[src/rtl/change_dispenser.sv]
// rtl/change_dispenser.sv - coin change dispenser with per-denomination inventory
//
// Purpose: pays a change request given in nickel units. It ejects one coin at a
// time, choosing greedily in the order quarter, dime, nickel, and never goes back
// to reconsider a choice. Each denomination has an inventory counter. A rising
// edge on a coin input adds one to it, and every dispense takes one away.
//
// Optional build macro: CHANGE_INV_OUT_EN exposes the live inventory counts and a
// low_stock flag as extra outputs.
//
// Ports:
//   CLK                 clock, rising edge
//   RESET               synchronous active-low reset
//   start, amount       request strobe and change due (nickel units), taken in IDLE
//   inquarter/indime/innickle   deposit levels, one rising edge per coin
//   busy                high in every state except IDLE
//   done, short         one-cycle completion pulse; short = amount left unpaid
//   remaining           amount not yet paid, holds after done
//   outquarter/outdime/outnickle coin eject pulses, at most one high at a time
//   inv_quarter/inv_dime/inv_nickle, low_stock (CHANGE_INV_OUT_EN only)
module change_dispenser #(
  parameter int AMT_W        = 6,
  parameter int INV_W        = 8,
  parameter int Q_INIT       = 20,
  parameter int D_INIT       = 20,
  parameter int N_INIT       = 20,
  parameter int PULSE_CYCLES = 1,
  parameter int GAP_CYCLES   = 1
) (
  input  logic             CLK,
  input  logic             RESET,
  input  logic             start,
  input  logic [AMT_W-1:0] amount,
  input  logic             inquarter,
  input  logic             indime,
  input  logic             innickle,
  output logic             busy,
  output logic             done,
  output logic             short,
  output logic [AMT_W-1:0] remaining,
`ifdef CHANGE_INV_OUT_EN
  output logic [INV_W-1:0] inv_quarter,
  output logic [INV_W-1:0] inv_dime,
  output logic [INV_W-1:0] inv_nickle,
  output logic             low_stock,
`endif
  output logic             outquarter,
  output logic             outdime,
  output logic             outnickle
);

  typedef enum logic [2:0] {S_IDLE, S_SELECT, S_PULSE, S_GAP, S_FINISH} state_t;
  typedef enum logic [1:0] {C_NONE, C_QUARTER, C_DIME, C_NICKLE} coin_t;

  localparam logic [INV_W-1:0] INV_MAX    = '1;
  localparam logic [15:0]      PULSE_LAST = 16'(PULSE_CYCLES - 1);
  localparam logic [15:0]      GAP_LAST   = 16'(GAP_CYCLES - 1);

  state_t           state, state_nxt;
  coin_t            coin, coin_pick;
  logic [AMT_W-1:0] rem, coin_val;
  logic [INV_W-1:0] q_cnt, d_cnt, n_cnt;
  logic [2:0]       in_prev, dep;
  logic [15:0]      cnt;

  // Each deposit input is a level that rises once per coin, so a coin is
  // counted on the rising edge of its input.
  assign dep = {inquarter, indime, innickle} & ~in_prev;

  // A deposit and a dispense in the same cycle cancel each other. A full
  // counter ignores further deposits. SELECT only dispenses a coin whose
  // count is nonzero, so the decrement can never wrap.
  function automatic logic [INV_W-1:0] inv_next(input logic [INV_W-1:0] cur,
                                                input logic deposit,
                                                input logic dispense);
    if (deposit && !dispense)
      return (cur == INV_MAX) ? cur : cur + 1'b1;
    else if (dispense && !deposit)
      return cur - 1'b1;
    else
      return cur;
  endfunction

  always_comb begin
    state_nxt  = state;
    coin_pick  = C_NONE;
    coin_val   = '0;
    done       = 1'b0;
    short      = 1'b0;
    outquarter = 1'b0;
    outdime    = 1'b0;
    outnickle  = 1'b0;
    case (state)
      S_IDLE: if (start) state_nxt = S_SELECT;
      S_SELECT: begin
        // The thresholds guarantee that remaining never underflows.
        if (rem >= AMT_W'(5) && q_cnt != '0) begin
          coin_pick = C_QUARTER;
          coin_val  = AMT_W'(5);
        end else if (rem >= AMT_W'(2) && d_cnt != '0) begin
          coin_pick = C_DIME;
          coin_val  = AMT_W'(2);
        end else if (rem != '0 && n_cnt != '0) begin
          coin_pick = C_NICKLE;
          coin_val  = AMT_W'(1);
        end
        state_nxt = (coin_pick == C_NONE) ? S_FINISH : S_PULSE;
      end
      S_PULSE: begin
        outquarter = (coin == C_QUARTER);
        outdime    = (coin == C_DIME);
        outnickle  = (coin == C_NICKLE);
        if (cnt == PULSE_LAST) state_nxt = S_GAP;
      end
      S_GAP: if (cnt == GAP_LAST) state_nxt = S_SELECT;
      S_FINISH: begin
        done      = 1'b1;
        short     = (rem != '0);
        state_nxt = S_IDLE;
      end
      default: state_nxt = S_IDLE;
    endcase
    busy = (state != S_IDLE);
  end

  always_ff @(posedge CLK) begin
    if (!RESET) begin
      state   <= S_IDLE;
      coin    <= C_NONE;
      rem     <= '0;
      cnt     <= '0;
      in_prev <= '0;
      q_cnt   <= INV_W'(Q_INIT);
      d_cnt   <= INV_W'(D_INIT);
      n_cnt   <= INV_W'(N_INIT);
    end else begin
      state   <= state_nxt;
      in_prev <= {inquarter, indime, innickle};
      q_cnt   <= inv_next(q_cnt, dep[2], coin_pick == C_QUARTER);
      d_cnt   <= inv_next(d_cnt, dep[1], coin_pick == C_DIME);
      n_cnt   <= inv_next(n_cnt, dep[0], coin_pick == C_NICKLE);
      // The pulse and gap timer restarts on every state change.
      cnt     <= (state_nxt != state) ? '0 : cnt + 16'd1;
      if (state == S_IDLE && start) rem <= amount;
      if (coin_pick != C_NONE) begin
        rem  <= rem - coin_val;
        coin <= coin_pick;
      end
    end
  end

  assign remaining = rem;

`ifdef CHANGE_INV_OUT_EN
  assign inv_quarter = q_cnt;
  assign inv_dime    = d_cnt;
  assign inv_nickle  = n_cnt;
  assign low_stock   = (q_cnt < INV_W'(2)) || (d_cnt < INV_W'(2)) || (n_cnt < INV_W'(2));
`endif

endmodule

[config.mk]
export PLATFORM = sky130hd
export DESIGN_NAME = change_dispenser
export DESIGN_NICKNAME = d
export VERILOG_FILES = /design/src/rtl/change_dispenser.sv
export SDC_FILE = /design/constraint.sdc
export NUM_CORES = 1
export LEC_CHECK = 0
export BUFFER_PORTS_ARGS = -buffer_cell sky130_fd_sc_hd__buf_2
export CAP_MARGIN = 5
export CELL_PAD_IN_SITES_DETAIL_PLACEMENT = 0
export CELL_PAD_IN_SITES_GLOBAL_PLACEMENT = 1
export CORE_MARGIN = 8
export CORE_UTILIZATION = 25
export CTS_CLUSTER_SIZE = 14
export DETAILED_ROUTE_END_ITERATION = 10
export PLACE_DENSITY = 0.49
export SYNTH_ARGS = -nofsm -noshare
export SYNTH_HDL_FRONTEND = slang
export SYNTH_SLANG_ARGS = --single-unit
[constraint.sdc]
create_clock -name CLK -period 3.1 [get_ports CLK]
set_clock_uncertainty 0.05 [all_clocks]
set_input_delay 0 -clock CLK [delete_from_list [all_inputs] [get_ports CLK]]
set_output_delay 0 -clock CLK [all_outputs]
set_load 0.05 [all_outputs]
==> metrics.txt, run 1 <==
status=finished, final reports clean; Mapped Avg Cell Area=8.37 um2; required time worst endpoint=3.24 ns; MaxCap Viol Count=0; CP max FO=7; antenna cells=0; register area=1080 um2; non-filler cells, final=646; area occupied by multi-input gates=2260 um2; share of cells above drive strength 1=18.7%; crit-path leading delay family=simple AND/OR/NAND/NOR gates; Cells after Synth=406; Worst-Margin Slew=0.796 ns; Finished Cell Area=4240 um2; leakage=1.71 nW; WL/cell=13.2 um; final number of max-transition violations=0; nets=508; drt first-iter violations=118; number of I/O pins=24; CP endpoint kind=flip-flop; grt ovf=0; flops & latches, synth=54; Vias=2991; Mapped Area=3400 um2; final setup violation count=0; root buf cell=clkbuf_16; vias per inst=4.63; total track usage=9.99%; RSZ-0062 raised after global routing=true; DP Area=3940 um2; # Post-CTS Setup Buffers=0; post-route ant nets=0; synthesis-to-layout area growth=24.8%; die footprint=17600 um2; Clock transition at path regs=0.07 ns; H-tree levels=2; clk sinks=54; Placement Rows=42; Worst Path Class, Setup=reg -> reg; Final GP Congestion=0.774; crit share post-route=94.8%; final hold vios=0; starting density of the core=25.7%; Worst slew margin=46.7%; worst path bufs/invs=0; Die Wd=133 um; Slowest-stage cell, CP=or4_4; first-pass GRT wire length=14.6 mm; worst skew pair latency=0.30 ns; Placed Instances=630; IO Port Bufs=23; worst hold path type=in -> reg; Main synth FF type=dfxtp_1; crit path launch type=flip-flop; Finished Core Util=32.0%; fillers=1439; critical-path cell list=or4_4 > o2bb2a_1 > nand3_1 > nand2_4 > ha_1 > or3_1 > o211ai_1 > mux2i_1 > xor2_1 > nor2_1; height of the chip=133 um; fmax=340 MHz; total core area=13200 um2; PD cells=929 nW/um2; vias in the first global route=3058; CTS tree=done; Syn Nets=445; post-layout min period=2.94 ns; DRC violations left=0; Clock Path Buffers=2; Slowest Stage Delay on Critical Path=0.55 ns; VDD IR max=257 uV; asr flop ratio synth=0%; distinct cell type count after synthesis=54; EDFF count, synth=0; Yosys Warn Count=0; Overall Power=3.94 mW; initial antenna violation count=0; TritonRoute pass-1 iters=4; pin count of the biggest net entering global routing=25; hpwl dp=6.47 mm; cts bufs inserted=5; arrival time at the worst endpoint=3.08 ns; Post-Route WL=8.50 mm; post-synthesis sequential area ratio=31.8%
-- report_power, final --
part	internal, mW	switching [mW]	leakage (nW)
Combinational	0.999	1.31	1.19
Sequential	0.872	0.154	0.443
Clock	0.321	0.279	0.0729
-- tightest hold or removal path, stage by stage --
cell     delay [ns]
buf_2          0.11
nand2_1        0.05
o21ai_0        0.08
o21a_1         0.11
-- synth_stat cells (2+ instances only) --
master | instances | area share (%)
o31ai_1 | 2 | 0.44
nand3_1 | 20 | 2.9
o2111ai_1 | 4 | 1.0
nand2_1 | 35 | 3.9
and3_1 | 4 | 0.74
nor3_1 | 13 | 1.9
o21ai_0 | 18 | 2.7
a31oi_1 | 4 | 0.74
and2_1 | 5 | 0.92
buf_4 | 2 | 0.44
clkbuf_1 | 4 | 0.44
o21a_1 | 5 | 1.1
nor2b_1 | 7 | 1.3
nand4_1 | 10 | 1.8
ha_1 | 23 | 8.5
xnor2_1 | 17 | 4.4
mux2i_1 | 11 | 3.2
or4_4 | 2 | 0.66
fa_1 | 4 | 2.4
inv_1 | 20 | 2.2
or3_1 | 3 | 0.55
nor4_1 | 9 | 1.7
nor3b_1 | 3 | 0.66
a21oi_1 | 16 | 2.4
o21ai_2 | 2 | 0.52
buf_2 | 2 | 0.29
o211ai_1 | 7 | 1.5
nor2_1 | 58 | 6.4
dfxtp_1 | 54 | 32
xor2_1 | 18 | 4.6
-- worst paths after layout --
kind / start / slack [ns] / to / depth (start not counted)
worst max-delay path: d_cnt[5] / 0.16 / d_cnt[7] / 10
worst min-delay path: amount[1] / 0.03 / remaining[1] / 4
worst max register to register: d_cnt[5] / 0.16 / d_cnt[7] / 10
worst min register to register: cnt[0] / 0.44 / cnt[0] / 1
-- stage by stage --
step | hold slack, ns | worst slack, ns | TNS, ns
floorplan | 0.0717 | 0.0209 | 0
global placement | 0.166 | 0.101 | 0
detailed placement | 0.166 | 0.0562 | 0
CTS | 0.0119 | 0.0327 | 0
global route | 0.0568 | -0.00814 | -0.00869
finish | 0.0268 | 0.162 | 0
-- area by class of cell --
class / instances / share of cell area [%]
inverters: 20 / 1.77
well taps: 176 / 5.20
clock inverters: 2 / 0.295
clock buffers: 6 / 3.28
flip-flops and latches: 54 / 25.5
repair buffers: 65 / 10.6
multi-input cells: 323 / 53.3
-- cell families (layout without fill, tap and decap cells) --
group,count (synthesis),after routing,synth area share [%]
XOR/XNOR,35,35,9.02
AND/OR/NAND/NOR,178,178,25.9
buffers and inverters,29,93,3.65
flip-flops,54,54,31.8
adder cells (fa/ha/maj),27,27,10.8
AO/OA/AOI/OAI,70,70,14.5
multiplexers,13,13,4.24
-- flip-flops by register name, indices dropped and copies added, names as in the netlist --
register   cells
n_cnt          8
d_cnt          8
cnt           16
q_cnt          8
coin           2
remaining      6
in_prev        3
state          3
-- placed cells by master (no fill, tap or decap), drive strengths merged, types with 16 or more instances in the layout --
cell / count
inv: 20
a21oi: 16
o21ai: 20
xnor2: 17
nand3: 20
nor2: 58
ha: 23
buf: 57
nand2: 35
dfxtp: 54
xor2: 18
-- what timing repair did --
item	CTS	global route
hold endpoints to repair	8	0
gates resized for setup	0	11
setup endpoints to repair	0	6
hold buffers	8	0
-- layer usage --
metal	up-vias	track usage, %	routed length (um)
met5	-	0	0
met4	0	3.03	99
met3	6	2.23	215
met2	24	16.3	3870
met1	1396	12.8	4320
li1	1565	-	-
Power figures use the tool's default switching activity.
==> run 2: changes to the inputs <==
- CORE_UTILIZATION: 25 -> 40
- PLACE_DENSITY: 0.49 -> 0.73
==> metrics.txt, run 2 (same netlist as run 1, synthesis figures left out) <==
Reg with most FFs=cnt; TritonRoute pass-1 iters=4; commonest non-fill, non-tap cell in the layout=nor2_1; final hold vios=0; # Post-CTS Setup Buffers=0; PD cells=922 nW/um2; IO Port Bufs=23; final number of max-transition violations=0; final setup violation count=0; DP Area=3780 um2; CP max FO=7; share of cells above drive strength 1=16.7%; Placed Instances=549; die footprint=11700 um2; FF-to-FF Start=d_cnt[4]; R2R Setup Slk=0.15 ns; reg2reg path depth=10; CP Capture Point=d_cnt[7]; Post-Route WL=7.73 mm; starting density of the core=41.3%; height of the chip=108 um; antenna cells=0; fmax=338 MHz; WHS=0.0345 ns; Worst slew margin=51.9%; Placement Rows=33; drt first-iter violations=109; vias per inst=5.21; nets=499; cts bufs inserted=5; post-route setup TNS=0 ns; arrival time at the worst endpoint=3.11 ns; worst hold path type=in -> reg; Worst-Margin Slew=0.718 ns; Vias=2951; leakage=1.65 nW; vias in the first global route=2863; synthesis-to-layout area growth=19.0%; WL/cell=13.7 um; status=finished, final reports clean; non-filler cells, final=566; CP endpoint kind=flip-flop; crit path launch type=flip-flop; Worst Path Class, Setup=reg -> reg; commonest cells after routing, fill and taps aside=58 x nor2_1, 52 x dfxtp_1, 33 x nand2_1, 24 x buf_4, 23 x buf_2; post-route ant nets=0; pin count of the biggest net entering global routing=25; total track usage=13.9%; post-layout min period=2.95 ns; number of I/O pins=24; CP Launch Point=d_cnt[4]; first-pass GRT wire length=13.5 mm; Clock transition at path regs=0.11 ns; hpwl dp=5.87 mm; H-tree levels=2; Largest register FFs=16; Final GP Congestion=0.781; worst skew pair latency=0.31 ns; DRC violations left=0; required time worst endpoint=3.25 ns; clk sinks=54; grt ovf=0; VDD IR max=477 uV; total core area=8220 um2; Die Wd=108 um; MaxCap Viol Count=0; Finished Cell Area=4040 um2; crit share post-route=95.3%; Critical R2R Capture=d_cnt[7]; Clock Path Buffers=2; initial antenna violation count=0; Overall Power=3.73 mW; fillers=797; root buf cell=clkbuf_8; CTS tree=done
==> run 2: stage by stage <==
stage,util [%],setup slack [ns]
after floorplan,-,0.0209
after global placement,46.0,0.113
after detailed placement,46.0,0.0256
after CTS,48.8,0.00165
after global routing,49.2,-0.00482
final,49.2,0.145
==> run 2: area by class of cell <==
cell class / instances / area (um2) / area share [%]
Clock inverter: 3 / 43.8 / 1.08
Sequential cell: 54 / 1080 / 26.8
Multi-Input combinational cell: 323 / 2260 / 55.8
Inverter: 20 / 75.1 / 1.86
Clock buffer: 5 / 68.8 / 1.70
Tap cell: 105 / 131 / 3.25
Timing Repair Buffer: 56 / 385 / 9.53
==> run 2: routing by layer <==
metal / share of wire, % / track usage [%] / routed length (um) / up-vias
met2: 46 / 22.9 / 3580 / 38
met5: 0 / 0 / 0 / -
met3: 3.3 / 3.09 / 255 / 4
met1: 50 / 18.1 / 3840 / 1366
li1: - / - / - / 1543
met4: 0.75 / 3.37 / 58 / 0
==> run 2: critical path, cell delays in order (launching register included) <==
cell	delay, ns
dfxtp_2	0.36
or4_4	0.57
o2bb2a_1	0.34
nand3_2	0.13
nand2_4	0.12
ha_1	0.35
or3_1	0.35
o211ai_1	0.11
mux2i_1	0.25
xor2_1	0.16
nor2_1	0.05
==> run 2: where the power goes <==
group          switching [mW]  leakage (nW)  internal, mW
clock network           0.249        0.0585         0.243
logic                    1.24          1.14         0.938
registers               0.188         0.442         0.873
==> run 2: worst min-delay path by stage <==
stage | start | to | slack (ns) | depth (start not counted)
after floorplan | innickle | in_prev[0] | 0.07 | 1
after global placement | innickle | in_prev[0] | 0.17 | 2
after detailed placement | indime | in_prev[1] | 0.17 | 2
after CTS | start | remaining[2] | 0.04 | 4
after global routing | RESET | q_cnt[4] | 0.06 | 3
final | start | remaining[2] | 0.03 | 4
==> run 2: repair_timing <==
item / CTS / global route
cloned: 0 / 0
setup endpoints to repair: 1 / 5
hold buffers: 9 / 0
hold endpoints to repair: 9 / 0
gates resized for setup: 3 / 7
==> run 3: changes to the inputs <==
- CAP_MARGIN: 5 -> 20
- CORE_ASPECT_RATIO: default -> 1.25
- PLACE_DENSITY: 0.73 -> 0.7
- clock period: 3.1 -> 2.95 ns (I/O delays scaled with it)
==> metrics.txt, run 3 (same netlist as run 1, synthesis figures left out) <==
status=finished, final reports clean; Worst Path Class, Setup=reg -> reg; Overall Power=4.13 mW; Vias=3051; share of cells above drive strength 1=23.8%; register area=1090 um2; non-filler cells, final=585; final hold vios=0; number of I/O pins=24; Final GP Congestion=0.810; Placement Rows=37; crit path launch type=flip-flop; hpwl dp=6.21 mm; Worst-Margin Slew=0.768 ns; top layer in use=met4; first-pass GRT wire length=14.3 mm; pre-CTS worst setup slack=-0.0241 ns; post-layout min period=2.83 ns; cts bufs inserted=5; PD cells=972 nW/um2; required time worst endpoint=3.10 ns; WL/cell=13.8 um; DRC violations left=0; MaxCap Viol Count=0; Placed Instances=567; root buf cell=clkbuf_8; nets=526; PnR worst setup slack=0.124 ns; RSZ-0062 raised after global routing=true; height of the chip=119 um; fmax=354 MHz; worst hold path type=in -> reg; starting density of the core=41.2%; Clock transition at path regs=0.10 ns; final number of max-transition violations=0; crit share post-route=95.8%; Critical R2R Capture=n_cnt[7]; CP max FO=7; Post-Route M1 WL=3.63 mm; Largest register FFs=16; Clock Path Buffers=2; grt ovf=0; total core area=8240 um2; FF-to-FF Start=d_cnt[0]; commonest non-fill, non-tap cell in the layout=nor2_1; TritonRoute pass-1 iters=6; vias per inst=5.22; fillers=823; WL met2=4.13 mm; drt first-iter violations=73; final setup violation count=0; commonest cells after routing, fill and taps aside=57 x nor2_1, 50 x buf_4, 48 x dfxtp_1, 32 x nand2_1, 23 x buf_2; Worst slew margin=48.6%; clk sinks=54; IO Port Bufs=23; post-route ant nets=0; H-tree levels=2; vias in the first global route=3233; CP Launch Point=d_cnt[0]; CP endpoint kind=flip-flop; antenna cells=0; die footprint=11700 um2; worst skew pair latency=0.31 ns; synthesis-to-layout area growth=25.1%; reg2reg path depth=10; CP Capture Point=n_cnt[7]; VDD IR max=436 uV; Die Wd=98.4 um; arrival time at the worst endpoint=2.98 ns; total track usage=14.6%; met3 WL=182 um; pin count of the biggest net entering global routing=25; CTS tree=done; Post-Route WL=8.06 mm; leakage=1.78 nW; area occupied by multi-input gates=2280 um2; Reg with most FFs=cnt; R2R Setup Slk=0.12 ns; initial antenna violation count=0
==> run 3: changes by cell type in the layout (fill, tap and decap cells not counted), sizes merged <==
cell    change
clkinv      +1
buf        +27
inv         -1
bufinv      -1
clkbuf      +1
==> run 3: layout make-up <==
type / instances / area share (%)
multi-input combinational: 323 / 53.6
sequential: 54 / 25.6
timing repair buffer: 83 / 14.1
tap: 97 / 2.86
inverter: 20 / 1.77
clock buffer: 6 / 1.71
clock inverter: 2 / 0.324
==> run 3: metal layers <==
metal / vias up / GRT usage, %
li1: 1594 / -
met1: 1423 / 16.2
met2: 26 / 26.7
met3: 8 / 2.74
met4: 0 / 5.49
met5: - / 0
==> run 3: worst min-delay path by stage <==
| stage | startpoint | to | depth (start not counted) |
|---|---|---|---|
| 2_1_floorplan | innickle | in_prev[0] | 1 |
| 3_3_place_gp | innickle | in_prev[0] | 2 |
| 3_5_place_dp | inquarter | in_prev[2] | 2 |
| 4_1_cts | RESET | n_cnt[4] | 2 |
| 5_1_grt | RESET | q_cnt[2] | 2 |
| 6_report | RESET | n_cnt[4] | 2 |
==> run 3: repair_timing <==
item                       in CTS  in global routing
hold buffers                    9                  0
setup buffers                   0                  1
pin swaps                       0                  2
resized for setup               4                 16
setup endpoints to repair       3                 10
cloned                          0                  0
hold endpoints to repair        9                  0
==> run 3: metrics by stage <==
step / TNS (ns) / hold slack, ns / instance area, um2 / utilization [%]
global route: -0.00852 / 0.0595 / 4250 / 51.6
finish: 0 / 0.0469 / 4250 / 51.6
global placement: 0 / 0.161 / 3970 / 48.1
CTS: 0 / 0.0360 / 4170 / 50.6
floorplan: 0 / 0.0717 / 3400 / -
detailed placement: -0.0283 / 0.167 / 3970 / 48.1
==> run 3: power breakdown <==
| group | total, mW | leakage [nW] | internal, mW | switching (mW) |
|---|---|---|---|---|
| Sequential | 1.08 | 0.444 | 0.922 | 0.156 |
| Clock | 0.420 | 0.0452 | 0.168 | 0.251 |
| Combinational | 2.63 | 1.29 | 1.21 | 1.42 |
==> run 3: worst max-delay path, stage by stage, from the launching register on <==
cell	delay, ns
dfxtp_1	0.32
or4_4	0.57
a211oi_4	0.28
o2111ai_4	0.15
nand2_4	0.14
ha_1	0.25
or3_1	0.37
o211a_1	0.14
and3b_2	0.21
nor3_1	0.17
nor3b_2	0.06
